**src/rtl/obstacle_scroller_pkg.sv**
```systemverilog
// obstacle_scroller_pkg: shared game constants, coordinate type and one-hot state encoding
package obstacle_scroller_pkg;
  localparam int COORD_W = 10;
  localparam int SCREEN_W_D = 640;
  localparam int GROUND_Y_D = 440;
  localparam int OBS_W_D = 20;
  typedef logic [COORD_W-1:0] coord_t;
  typedef enum logic [3:0] {
    ST_IDLE   = 4'b0001,
    ST_RUN    = 4'b0010,
    ST_GAP    = 4'b0100,
    ST_FREEZE = 4'b1000
  } state_t;
endpackage

```
**src/rtl/obstacle_scroller_if.sv**
```systemverilog
// obstacle_scroller_if: game control inputs and obstacle/score outputs of the scroller
interface obstacle_scroller_if;
  import obstacle_scroller_pkg::*;
  logic Start;
  logic Frame_Tick;
  logic Lose;
  coord_t X_Edge_Left;
  coord_t X_Edge_Right;
  coord_t Y_Edge_Top;
  logic Obs_Valid;
  logic [15:0] Score;
  logic Q_Idle;
  logic Q_Run;
  logic Q_Gap;
  logic Q_Freeze;
  modport master (
    output Start, Frame_Tick, Lose,
    input X_Edge_Left, X_Edge_Right, Y_Edge_Top, Obs_Valid, Score, Q_Idle, Q_Run, Q_Gap, Q_Freeze
  );
  modport slave (
    input Start, Frame_Tick, Lose,
    output X_Edge_Left, X_Edge_Right, Y_Edge_Top, Obs_Valid, Score, Q_Idle, Q_Run, Q_Gap, Q_Freeze
  );
endinterface

```
**src/rtl/obstacle_scroller_lfsr8.sv**
```systemverilog
// lfsr8: 8-bit Fibonacci LFSR, taps 8,6,5,4; never reaches zero from a nonzero seed
module lfsr8 #(
  parameter logic [7:0] SEED = 8'hA5
) (
  input  logic       Clk,
  input  logic       reset,
  input  logic       en,
  output logic [7:0] q
);
  always_ff @(posedge Clk or posedge reset)
    if (reset) q <= SEED;
    else if (en) q <= {q[6:0], q[7] ^ q[5] ^ q[4] ^ q[3]};
endmodule

```
**src/rtl/obstacle_scroller.sv**
```systemverilog
// obstacle_scroller: spawns, scrolls and respawns the single obstacle and keeps the passed score
module obstacle_scroller
  import obstacle_scroller_pkg::*;
#(
  parameter int SCREEN_W = SCREEN_W_D,
  parameter int GROUND_Y = GROUND_Y_D,
  parameter int OBS_W = OBS_W_D,
  parameter int SPEED = 4,
  parameter int MIN_H = 16,
  parameter int GAP_FRAMES = 30,
  parameter logic [7:0] LFSR_SEED = 8'hA5
) (
  input logic Clk,
  input logic reset,
  obstacle_scroller_if.slave bus
);
  if (SCREEN_W + OBS_W > 1023 || GROUND_Y < MIN_H + 63 || GAP_FRAMES < 1) begin : g_bad_params
    $error("obstacle_scroller: parameters overflow 10-bit coordinates or GAP_FRAMES < 1");
  end
  localparam coord_t PARK_L = coord_t'(SCREEN_W);
  localparam coord_t PARK_R = coord_t'(SCREEN_W + OBS_W);
  localparam coord_t PARK_T = coord_t'(GROUND_Y);
  localparam coord_t TOP_BASE = coord_t'(GROUND_Y - MIN_H);
  localparam coord_t STEP = coord_t'(SPEED);
  localparam logic [15:0] GAP = 16'(GAP_FRAMES);
  state_t r_state, w_state;
  coord_t r_left, r_right, r_top, w_left, w_right, w_top, w_spawn_top;
  logic r_valid, w_valid, w_spawn, w_park;
  logic [15:0] r_score, w_score, r_gap, w_gap;
  logic [7:0] w_lfsr, w_rand;
  lfsr8 #(.SEED(LFSR_SEED)) u_lfsr (.Clk(Clk), .reset(reset), .en(bus.Frame_Tick), .q(w_lfsr));
  assign w_rand = w_lfsr & 8'h3F;
  assign w_spawn_top = TOP_BASE - {2'b00, w_rand};
  always_ff @(posedge Clk or posedge reset)
    if (reset) begin
      r_state <= ST_IDLE;
      r_left <= PARK_L;
      r_right <= PARK_R;
      r_top <= PARK_T;
      r_valid <= 1'b0;
      r_score <= '0;
      r_gap <= '0;
    end else begin
      r_state <= w_state;
      r_left <= w_left;
      r_right <= w_right;
      r_top <= w_top;
      r_valid <= w_valid;
      r_score <= w_score;
      r_gap <= w_gap;
    end
  // Lose is tested before Frame_Tick so a colliding frame neither moves, scores nor spawns
  always_comb begin
    w_state = r_state;
    w_left = r_left;
    w_right = r_right;
    w_top = r_top;
    w_valid = r_valid;
    w_score = r_score;
    w_gap = r_gap;
    w_spawn = 1'b0;
    w_park = 1'b0;
    unique case (r_state)
      ST_IDLE: if (bus.Start) begin
        w_spawn = 1'b1;
        w_score = '0;
        w_state = ST_RUN;
      end
      ST_RUN: if (bus.Lose) w_state = ST_FREEZE;
      else if (bus.Frame_Tick) begin
        if (r_right <= STEP) begin
          w_park = 1'b1;
          w_score = (&r_score) ? r_score : r_score + 16'd1;
          w_gap = GAP;
          w_state = ST_GAP;
        end else begin
          w_right = r_right - STEP;
          w_left = (r_left < STEP) ? '0 : r_left - STEP;
        end
      end
      ST_GAP: if (bus.Lose) w_state = ST_FREEZE;
      else if (bus.Frame_Tick) begin
        w_gap = r_gap - 16'd1;
        if (r_gap == 16'd1) begin
          w_spawn = 1'b1;
          w_state = ST_RUN;
        end
      end
      ST_FREEZE: if (bus.Start) begin
        w_park = 1'b1;
        w_state = ST_IDLE;
      end
      default: w_state = ST_IDLE;
    endcase
    if (w_spawn) begin
      w_left = PARK_L;
      w_right = PARK_R;
      w_top = w_spawn_top;
      w_valid = 1'b1;
    end
    if (w_park) begin
      w_left = PARK_L;
      w_right = PARK_R;
      w_top = PARK_T;
      w_valid = 1'b0;
    end
  end
  assign bus.X_Edge_Left = r_left;
  assign bus.X_Edge_Right = r_right;
  assign bus.Y_Edge_Top = r_top;
  assign bus.Obs_Valid = r_valid;
  assign bus.Score = r_score;
  assign bus.Q_Idle = r_state[0];
  assign bus.Q_Run = r_state[1];
  assign bus.Q_Gap = r_state[2];
  assign bus.Q_Freeze = r_state[3];
endmodule

```
**src/flat_wrapper.sv**
```systemverilog
// flat-port wrapper written by rule: the top's interface ports become plain ports
module obstacle_scroller_flat import obstacle_scroller_pkg::*;
#(
  parameter int SCREEN_W = SCREEN_W_D,
  parameter int GROUND_Y = GROUND_Y_D,
  parameter int OBS_W = OBS_W_D,
  parameter int SPEED = 4,
  parameter int MIN_H = 16,
  parameter int GAP_FRAMES = 30,
  parameter logic [7:0] LFSR_SEED = 8'hA5
)
  (Clk, reset, bus_Start, bus_Frame_Tick, bus_Lose, bus_X_Edge_Left, bus_X_Edge_Right, bus_Y_Edge_Top, bus_Obs_Valid, bus_Score, bus_Q_Idle, bus_Q_Run, bus_Q_Gap, bus_Q_Freeze);
  obstacle_scroller_if bus_i ();
  input logic Clk;
  input logic reset;
  input wire logic [$bits(bus_i.Start)-1:0] bus_Start;
  input wire logic [$bits(bus_i.Frame_Tick)-1:0] bus_Frame_Tick;
  input wire logic [$bits(bus_i.Lose)-1:0] bus_Lose;
  output wire logic [$bits(bus_i.X_Edge_Left)-1:0] bus_X_Edge_Left;
  output wire logic [$bits(bus_i.X_Edge_Right)-1:0] bus_X_Edge_Right;
  output wire logic [$bits(bus_i.Y_Edge_Top)-1:0] bus_Y_Edge_Top;
  output wire logic [$bits(bus_i.Obs_Valid)-1:0] bus_Obs_Valid;
  output wire logic [$bits(bus_i.Score)-1:0] bus_Score;
  output wire logic [$bits(bus_i.Q_Idle)-1:0] bus_Q_Idle;
  output wire logic [$bits(bus_i.Q_Run)-1:0] bus_Q_Run;
  output wire logic [$bits(bus_i.Q_Gap)-1:0] bus_Q_Gap;
  output wire logic [$bits(bus_i.Q_Freeze)-1:0] bus_Q_Freeze;
  assign bus_i.Start = bus_Start;
  assign bus_i.Frame_Tick = bus_Frame_Tick;
  assign bus_i.Lose = bus_Lose;
  assign bus_X_Edge_Left = bus_i.X_Edge_Left;
  assign bus_X_Edge_Right = bus_i.X_Edge_Right;
  assign bus_Y_Edge_Top = bus_i.Y_Edge_Top;
  assign bus_Obs_Valid = bus_i.Obs_Valid;
  assign bus_Score = bus_i.Score;
  assign bus_Q_Idle = bus_i.Q_Idle;
  assign bus_Q_Run = bus_i.Q_Run;
  assign bus_Q_Gap = bus_i.Q_Gap;
  assign bus_Q_Freeze = bus_i.Q_Freeze;
  obstacle_scroller #(.SCREEN_W(SCREEN_W), .GROUND_Y(GROUND_Y), .OBS_W(OBS_W), .SPEED(SPEED), .MIN_H(MIN_H), .GAP_FRAMES(GAP_FRAMES), .LFSR_SEED(LFSR_SEED)) u_core (.Clk(Clk), .reset(reset), .bus(bus_i));
endmodule
```
**config.mk**
```make
export PLATFORM = sky130hd
export DESIGN_NAME = obstacle_scroller_flat
export DESIGN_NICKNAME = d
export VERILOG_FILES = /design/src/rtl/obstacle_scroller_pkg.sv /design/src/rtl/obstacle_scroller_if.sv /design/src/rtl/obstacle_scroller_lfsr8.sv /design/src/rtl/obstacle_scroller.sv /design/src/flat_wrapper.sv
export SDC_FILE = /design/constraint.sdc
export NUM_CORES = 1
export LEC_CHECK = 0
export ABC_AREA = 1
export CAP_MARGIN = 20
export CORE_MARGIN = 3
export CORE_UTILIZATION = 45
export DETAILED_ROUTE_END_ITERATION = 12
export PLACE_DENSITY = 0.67
export SYNTH_ARGS = -nofsm -noshare
export SYNTH_HDL_FRONTEND = slang
export SYNTH_SLANG_ARGS = --single-unit
export TNS_END_PERCENT = 10
```
**constraint.sdc**
```tcl
create_clock -name Clk -period 5.7 [get_ports Clk]
set_input_delay 0.57 -clock Clk [delete_from_list [all_inputs] [get_ports Clk]]
set_output_delay 0.57 -clock Clk [all_outputs]
set_load 0.01 [all_outputs]
```
* Yosys cells after proc, flatten, opt, wreduce, memory -nomap -nowiden
Index checks and enable logic that the tools add are counted.
Storage, ports and cells: bits in registers 75, input port bits 5, word-level logic and storage cells 94
Operators by class: add/sub/neg operators 5, order comparisons 2, equality and inequality tests 19, muxes and demuxes 47, bitwise operators 3, reduce and logical (&&, ||, !) cells 10
Operators with widths (number):
- $mux W16 | 10
- $mux W10 | 15
- $pmux W16 S2 | 2
- $mux W4 | 8
- $sub A10 B3 Y10 const B | 2
- $reduce_and A6 Y1 | 3
- $add A16 B1 Y16 const B | 1
- $eq A16 B1 Y1 const B | 1
- $pmux W4 S4 | 1
- $reduce_and A16 Y1 | 1
- $sub A16 B1 Y16 const B | 1
- $ne A2 B2 Y1 const B | 7
- $le A10 B3 Y1 const B | 1
- $lt A10 B3 Y1 const B | 1
- $sub A9 B6 Y10 const A | 1
- $mux W1 | 9
- $ne A3 B1 Y1 const B | 2
- $ne A3 B2 Y1 const B | 2
- $ne A3 B3 Y1 const B | 2
- $reduce_bool A2 Y1 | 3
- $reduce_bool A3 Y1 | 2
- $eq A4 B1 Y1 const B | 1
- $eq A4 B2 Y1 const B | 1
- $eq A4 B3 Y1 const B | 1
- 5 further kinds | 8

* Longest topological paths before layout
Gate-level depths: netlist of run 1.
depth in word-level cells 8, depth in mapped cells 12, gate-level depth less buffers 12

* Hierarchy
Synthesis of run 1 repeated with hierarchy kept, for this count alone.
Unflattened totals: cell total of the unflattened synthesis 565, area total of the unflattened synthesis 4289.1 µm²
By module, submodules not included:
- obstacle_scroller | instances 1, cells each 519, area an instance 3920.0 µm²
- lfsr8 | instances 1, cells each 46, area an instance 369.1 µm²

* Least setup slack after synthesis of run 1
No wires, ideal clock.
path type flip-flop to flip-flop, start point register u_core.r_right[2], in the netlist u_core.bus.X_Edge_Right[2], end point register u_core.r_right[8], in the netlist u_core.bus.X_Edge_Right[8], library setup time 117 ps, arrival time 1639 ps, setup slack 3944 ps, cell stages (with the launch flop) 12, buffers on the path 1, period minus slack after synthesis 1756 ps, cell sequence dfstp_2 -> inv_1 -> ha_1 -> inv_1 -> nand2_1 -> nand2_1 -> nor2_4 -> nor2_2 -> buf_4 -> nand4_1 -> nand2_1 -> nor2_1
Between the ends: word-level cells in the longest chain between the ends 7, elaborated cells on any way between the ends 17, those cells by class 1 x add/sub; 1 x order compare; 2 x eq/ne; 10 x mux; 3 x reduce/logical
RTL lines:
- start, declared | line obstacle_scroller.sv:27 | coord_t r_left, r_right, r_top, w_left, w_right, w_top, w_spawn_top;
- start signal, assigned | line obstacle_scroller.sv:46 | r_right <= w_right;
- $le A10 B3 Y1 / $sub A10 B3 Y10 (equally long branches) | line obstacle_scroller.sv:71, obstacle_scroller.sv:77
- $mux W1 / $mux W10 (equally long branches) | line obstacle_scroller.sv:71 | if (r_right <= STEP) begin
- $mux W1 / $mux W10 (equally long branches) | line obstacle_scroller.sv:70 | else if (bus.Frame_Tick) begin
- $mux W1 / $mux W10 (equally long branches) | line obstacle_scroller.sv:69 | ST_RUN: if (bus.Lose) w_state = ST_FREEZE;
- $pmux W1 S2 / $mux W10 (equally long branches) | line obstacle_scroller.sv:63 | unique case (r_state)
- $ne A3 B1 Y1 (no line), or another cell as far along
- $reduce_and A4 Y1 (no line) / $mux W10 (equally long branches)
Several ways; a longest one is shown, not always the timed one. The select of a mux whose other input is x is not followed. A chain may end at the register's enable or synchronous reset.

* Worst setup path in the final report of run 1
start point input port bus_Frame_Tick, end point register u_core.r_right[9], in the netlist u_core.bus.X_Edge_Right[9]
Between the ends: word-level cells in the longest chain between the ends 5, elaborated cells on any way between the ends 13, those cells by class 2 x eq/ne; 8 x mux; 3 x reduce/logical
RTL lines:
- start, declared | line flat_wrapper.sv:17 | input wire logic [$bits(bus_i.Frame_Tick)-1:0] bus_Frame_Tick;
- $mux W1, on equally long branches | line obstacle_scroller.sv:70, obstacle_scroller.sv:82
- $mux W1, on equally long branches | line obstacle_scroller.sv:69, obstacle_scroller.sv:81
- $pmux W1 S2 | line obstacle_scroller.sv:63
- $ne A3 B1 Y1 (no line), or another cell as far along
- $reduce_and A4 Y1 (no line) / $mux W10 (equally long branches)
Several ways; a longest one is shown, not always the timed one.

==> metrics.md, run 1 <==
| Metric | Value |
|---|---|
| Synth-to-Final Area Change | `17.2%` |
| HPWL after DPL | `about 6.5 mm` |
| Synth Cell Area | `about 4200 sq um` |
| Drt total wl | `9.06 mm` |
| VDD IR max | `0.000166 V` |
| H-tree Lvls | `3` |
| Routed Antenna Nets | `0` |
| Std-Cell Rows | `34` |
| Final hold slack | `approximately 470 ps` |
| # diodes | `0` |
| GR peak layer | `met2` |
| Final period utilization | `between 40 and 50%` |
| CP endpoint kind | `flip-flop` |
| YS warnings | `0` |
| Routing usage on met1 | `25.8%` |
| Max-Cap Viols | `0` |
| Critical Path Max Stage Delay | `780 ps` |
| Total CTS buffers | `9` |
| FMAX | `approximately 400 MHz` |
| Hold Startpoint | `u_core.bus.Y_Edge_Top[3]` |
| Most used DFF post-synth | `dfrtp_1` |
| Vias | `between 3000 and 4000` |
| Max_slew headroom | `around 43%` |
| Fillers | `832` |
| Largest net degree at the start of global routing | `70` |
| Critical Path RT | `between 5000 and 6000 ps` |
| PD cells | `between 400 and 500 nW/um^2` |
| Slew Viols, Final | `0` |
| Number of antenna violations at the first check in global routing | `0` |
| Hold Path Class | `flip-flop to flip-flop` |
| Total Routing Usage GR | `a little under a fifth` |
| Drt first pass iters | `5` |
| Crit path time final | `between 2000 and 2500 ps` |
| Most frequent cells in the layout | `nand2_1, nor2_1, inv_1` |
| GPL Wtd Cong | `around 0.84` |
| Final setup violation count | `0` |
| Vias per cell | `approximately 5.1` |
| Avg Cell Area, Syn | `between 7 and 8 sq um` |
| CP Launch Type | `primary input` |
| R2R Path End | `u_core.bus.X_Edge_Right[9]` |
| Post-CTS Setup Repair Bufs | `0` |
| GRT met3 Usage | `2.53%` |
| Crit Path Category | `primary input to flip-flop` |
| Core outline area | `between 8000 and 9000 sq um` |
| Post_cts resized | `0` |
| Seq/Total Area, Yosys | `about two fifths` |
| Sequence of cells on the critical path | `clkdlybuf4s50_1 -> nand2_1 -> inv_1 -> nand3_1 -> nor2_2 -> nand2_1 -> or2_1 -> nand3_1` |
| Cell count after synthesis | `about 570` |
| 1st-iter DRT viols | `154` |
| Worst r2r src | `u_core.bus.X_Edge_Right[2]` |
| Die area | `roughly 10000 sq um` |
| DR WL/cell | `about 12 um` |
| Hold-fix buffers, CTS | `0` |
| CTS Sinks | `69` |
| EDFF count, synth | `0` |
| Status | `complete, no violations` |
| Clock Tree Buf Depth | `2` |
| P_leak | `about 2.3 nW` |
| FF+latch count, synth | `69` |
| Setup_tns | `0 ps` |
| Reg2Reg Depth | `10` |
| Die width | `a little over 100 um` |
| Slew @ Worst Pin | `853 ps` |
| # nets final | `around 630` |
| Post-Place Setup Slack | `2880 ps` |
| Vias in the first global route | `approximately 3500` |
| Count of different cell masters after synthesis | `33` |
| GR Layer Usage met2 | `between 20 and 30%` |
| CTS tree | `done` |
| CTS root buffer | `clkbuf_8` |
| Die Height | `just over 100 um` |
| Post-synthesis async set-or-reset flop share | `100%` |
| Number of remaining DRC errors | `0` |
| Reg clk slew, reported paths | `roughly 80 ps` |
| Worst skew pair latency | `between 300 and 400 ps` |
| Grt ovf | `0` |
| WP data arrival | `approximately 2700 ps` |
| Min-Delay Endpoint | `u_core.bus.Y_Edge_Top[3]` |
| Post-Route Utilization | `a little under three fifths` |
| Buffers added on ports | `49` |
| Final Hold Viols | `0` |
| Worst Slack Setup Final | `around 3200 ps` |
| Share of post-route cells with drive strength above 1 | `8.97%` |
| CP max stage cell | `clkdlybuf4s50_1` |
| Reg2reg setup slack | `3510 ps` |
| First-pass GRT wire length | `roughly 16 mm` |
| # IOs | `between 50 and 60` |
| Worst Hold Depth | `2` |
| Most common cell after layout, fill and taps aside | `nand2_1` |
| Final Skew | `~8.9 ps` |
| RSZ-0062 raised after global routing | `false` |
| Initial core utilization | `47.1%` |
| Crit Path Max Fanout | `18` |
-- cell families after synthesis --
kind of cell | after synthesis | synth area share, %
buffers and inverters | 79 | 8.82
and+or+nand+nor | 337 | 35.9
other | 2 | 0.179
adders and majority gates | 7 | 2.09
AOI/OAI and AO/OA | 61 | 7.74
DFF | 69 | 41.7
xor gates and xnor gates | 17 | 3.56
-- layer usage --
metal | vias up | wire length [um]
met3 | 12 | 300
met1 | 1715 | 4460
met5 | - | 0
met4 | 0 | 142
met2 | 82 | 4160
li1 | 1933 | -
-- layout make-up --
class                      instances  area, sq um  share of cell area [%]
clock buffer                      11          151                    3.09
clock inverter                     5         58.8                    1.20
inverter                          61          229                    4.67
multi-input combinational        428         2090                    42.6
sequential                        69         1750                    35.6
tap                              108          135                    2.76
timing repair buffer              50          498                    10.2
-- worst max-delay path by stage --
stage	from	end	slack [ps]	cells past startpoint
2_1_floorplan	reset	u_core.bus.Obs_Valid	3410	1
4_1_cts	bus_Frame_Tick	u_core.bus.X_Edge_Right[9]	3250	8
3_5_place_dp	bus_Frame_Tick	u_core.bus.X_Edge_Right[9]	2880	8
5_1_grt	bus_Frame_Tick	u_core.bus.X_Edge_Right[9]	2980	8
6_report	bus_Frame_Tick	u_core.bus.X_Edge_Right[9]	3240	8
3_3_place_gp	bus_Frame_Tick	u_core.bus.X_Edge_Right[9]	2940	8
-- registers in the layout, summed over array words and instances, names as in the netlist --
register and count:
u_core.r_gap 16, u_core.bus.Y_Edge_Top 8, u_core.r_state 4, u_core.bus.X_Edge_Right 8
u_core.u_lfsr.q 8, u_core.bus.X_Edge_Left 8, u_core.bus.Obs_Valid 1, u_core.bus.Score 16
-- worst max-delay path: cells and delay by family --
family	cells	cell delay (ps)
buffers and inverters	2	890
AND/OR/NAND/NOR	6	1260
-- cell usage after synthesis (6+ instances only) --
cell       n  share of area [%]
buf_4      9                1.6
o21ai_1   21                2.5
o21ai_0   24                2.9
nor2_2     6               0.90
nand2_1  160                 14
dfrtp_1   54                 32
inv_1     59                5.3
xor2_1    15                3.1
a21oi_1    8               0.96
nor2_1    70                6.3
nand3_1   52                6.2
dfstp_2   15                9.4
ha_1       7                2.1
nand4_1   28                4.2
-- power by group --
part           switching (W)  leakage (nW)  internal (W)  total, W
registers           0.000134         0.870      0.000651  0.000785
logic               0.000554          1.31      0.000359  0.000913
clock network       0.000191         0.102      0.000226  0.000417
-- stage by stage --
stage | power, W | cell area, sq um | std cells
detailed placement | 0.00171 | 4690 | 716
CTS | 0.00213 | 4900 | 732
global route | 0.00231 | 4900 | 732
floorplan | 0.00145 | 4200 | 576
finish | 0.00212 | 4900 | 732
global placement | 0.00169 | 4690 | 716
Note: power is estimated with default switching activity, not from simulation.
==> run 2, diff against run 1 <==
==> constraint.sdc (replaced) <==
create_clock -name Clk -period 2.4 [get_ports Clk]
set_input_delay 0.24 -clock Clk [delete_from_list [all_inputs] [get_ports Clk]]
set_output_delay 0.24 -clock Clk [all_outputs]
set_load 0.01 [all_outputs]
==> run 2 against run 1 <==
  * Flip-flop and latch count stayed put
  * Via count is 0.45% higher
  * Final cell count is 0.55% higher
  * Die area stayed put
  * Combinational power is 140% higher
  * Routed wire length is 3.6% higher
  * Design area is 1.5% higher
  * First-iteration DRC count is 60% higher
  * Critical path depth is 3 higher
  * Register-to-register slack worse by 3300 ps
  * Core utilization is 0.80 points higher
  * Clock-buffer cell count is 1 lower
  * Critical path type is now flip-flop to flip-flop
  * Largest power group unchanged
==> metrics.md, run 2 (synthesized netlist as in run 1, its figures left out) <==
| Metric | Value |
|---|---|
| Status | `complete, no violations` |
| Worst skew pair latency | `340 ps (about the same)` |
| Critical Path RT | `2660 ps (-3320 ps)` |
| Crit path time final | `roughly 2200 ps` |
| Post_cts resized | `0 (unchanged)` |
| Number of remaining DRC errors | `0 (unchanged)` |
| Vias | `3759 (+0.45%)` |
| GR Layer Usage met2 | `30.2% (+1.4 points)` |
| Area occupied by multi-input gates | `2090 sq um (unchanged)` |
| R2R Path End | `u_core.bus.X_Edge_Right[6]` |
| Buffers added on ports | `49 (unchanged)` |
| WP data arrival | `2440 ps (-300 ps)` |
| Vias per cell | `5.11 (about the same)` |
| Reg2Reg Depth | `11 (+1)` |
| Reg clk slew, reported paths | `70 ps (about the same)` |
| Setup crit start | `u_core.bus.X_Edge_Right[2]` |
| CTS Sinks | `69 (unchanged)` |
| FMAX | `about 460 MHz` |
| Most frequent cells in the layout | `nand2_1, nor2_1, inv_1` |
| PD cells | `1050 nW/um^2 (+140%)` |
| Largest net degree at the start of global routing | `49 (-30%)` |
| Total power | `0.00521 W (+150%)` |
| RSZ-0062 raised after global routing | `false` |
| Drt total wl | `9.39 mm (+3.6%)` |
| Core outline area | `8890 sq um (unchanged)` |
| Share of post-route cells with drive strength above 1 | `9.39% (+0.42 points)` |
| Cells after DPL | `720 (+0.56%)` |
| Seq. cell area | `1750 sq um (unchanged)` |
| Final Skew | `13.0 ps (+4.17 ps)` |
| Max_slew headroom | `42.1% (-1.0 points)` |
| GR peak layer | `met2` |
| Die Height | `102 um (unchanged)` |
| Post-CTS Setup Repair Bufs | `0 (unchanged)` |
| Die width | `102 um (unchanged)` |
| Vias in the first global route | `3461 (-0.17%)` |
| Final setup violation count | `0 (unchanged)` |
| Crit path to | `u_core.bus.X_Edge_Right[6]` |
| GRT met3 Usage | `3.89% (+1.4 points)` |
| Final Hold Viols | `0 (unchanged)` |
| Routing usage on met1 | `25.6% (-0.24 points)` |
| HPWL after DPL | `6.85 mm (+5.4%)` |
| GPL Wtd Cong | `0.858 (+2.7%)` |
| Number of antenna violations at the first check in global routing | `0 (unchanged)` |
| Hold Path Class | `primary input to asynchronous set/reset pin` |
| First-pass GRT wire length | `16.0 mm (+2.3%)` |
| # nets final | `635 (+0.63%)` |
| Std-Cell Rows | `34 (unchanged)` |
| CTS tree | `done` |
| CTS root buffer | `clkbuf_8` |
| Clock Tree Buf Depth | `2 (unchanged)` |
| Most common cell after layout, fill and taps aside | `nand2_1` |
| # IOs | `56 (unchanged)` |
| Final Cell Area | `4980 sq um (+1.5%)` |
| VDD IR max | `0.000440 V (+170%)` |
| Total CTS buffers | `9 (unchanged)` |
| Setup_tns | `0 ps (unchanged)` |
| CP Launch Type | `flip-flop` |
| Drt first pass iters | `4 (-1)` |
| CP endpoint kind | `flip-flop` |
| Fillers | `840 (+0.96%)` |
| Slew Viols, Final | `0 (unchanged)` |
| Crit Path Category | `flip-flop to flip-flop` |
| H-tree Lvls | `3 (unchanged)` |
| Final period utilization | `between 90% and 100%` |
| Synth-to-Final Area Change | `18.9%` |
| Initial core utilization | `47.1% (unchanged)` |
| Routed Antenna Nets | `0 (unchanged)` |
| Max-Cap Viols | `0 (unchanged)` |
| Total Routing Usage GR | `19.0% (+0.56 points)` |
| P_leak | `2.33 nW (+1.8%)` |
| # diodes | `0 (unchanged)` |
| Final Non-Filler Cells | `736 (+0.55%)` |
| Die area | `10500 sq um (unchanged)` |
| Hold-fix buffers, CTS | `0 (unchanged)` |
| Grt ovf | `0 (unchanged)` |
| Slew @ Worst Pin | `862 ps (+9.16 ps)` |
| Worst r2r src | `u_core.bus.X_Edge_Right[2]` |
| Crit Path Max Fanout | `22 (+4)` |
| DR WL/cell | `12.8 um (+3.0%)` |
| 1st-iter DRT viols | `247 (+60%)` |
| Post-DP Area | `4740 sq um (+0.91%)` |
| Reg2reg setup slack | `220 ps (-3290 ps)` |
run 2: changes by cell type in the layout (fill, tap and decap cells not counted):
cell        previous run  this run
clkinvlp_4             2         1
buf_12                 0         1
buf_4                  1         4
bufinv_16              1         3
clkbuf_8              11         9
clkbuf_1               0         1
run 2: how the worst min path moves through the flow:
| stage | from | endpoint | slack [ps] | cells past startpoint |
|---|---|---|---|---|
| after global routing | reset | u_core.bus.Score[13] | 270 | 2 |
| after detailed placement | u_core.bus.Y_Edge_Top[5] | u_core.bus.Y_Edge_Top[5] | 460 | 2 |
| final | reset | u_core.bus.Score[13] | 240 | 2 |
| after global placement | u_core.bus.Y_Edge_Top[1] | u_core.bus.Y_Edge_Top[1] | 460 | 2 |
| after CTS | reset | u_core.bus.Score[13] | 240 | 2 |
| after floorplan | bus_Start | u_core.r_state[3] | 350 | 1 |
run 2: worst max-delay path, stage by stage (launching register included):
cell and delay, ps:
dfstp_2 570, inv_1 90, ha_1 230, inv_1 90, nand2_1 50, nand2_1 120, nor2_4 70, nand2_1 80
o21ai_2 100, nor2_4 440, inv_1 140, nor2_1 140
run 2: power breakdown:
group	switching, W	internal, W	total [W]
sequential	0.000330	0.00155	0.00188
combinational	0.00133	0.000867	0.00219
clock	0.000447	0.000691	0.00114
total	0.00210	0.00310	0.00521
run 2: per-layer routing:
layer	vias up	routed length [um]
li1	1945	-
met2	86	4450
met4	0	85
met3	6	386
met1	1722	4470
met5	-	0
run 2: layout make-up:
class	count	share of cell area [%]
clock buffers	10	2.56
inverters	61	4.60
multi-input cells	428	41.9
well taps	108	2.72
repair buffers	54	10.9
clock inverters	6	2.24
flip-flops and latches	69	35.1
run 2: through the flow:
step	setup WS, ps	utilization (%)	hold WS (ps)
2_1_floorplan	445	-	349
3_3_place_gp	363	53.3	462
3_5_place_dp	246	53.3	462
4_1_cts	234	56.0	240
5_1_grt	61.6	56.0	268
6_report	222	56.0	243
==> run 3, diff against run 2 <==
--- a/config.mk
+++ b/config.mk
@@ -9,6 +9,7 @@
 export CAP_MARGIN = 20
 export CORE_MARGIN = 3
 export CORE_UTILIZATION = 45
+export CTS_CLUSTER_SIZE = 30
 export DETAILED_ROUTE_END_ITERATION = 12
 export PLACE_DENSITY = 0.67
 export SYNTH_ARGS = -nofsm -noshare
==> results of run 3 <==
The final DEF is identical to that of run 2; final timing and power are the same.
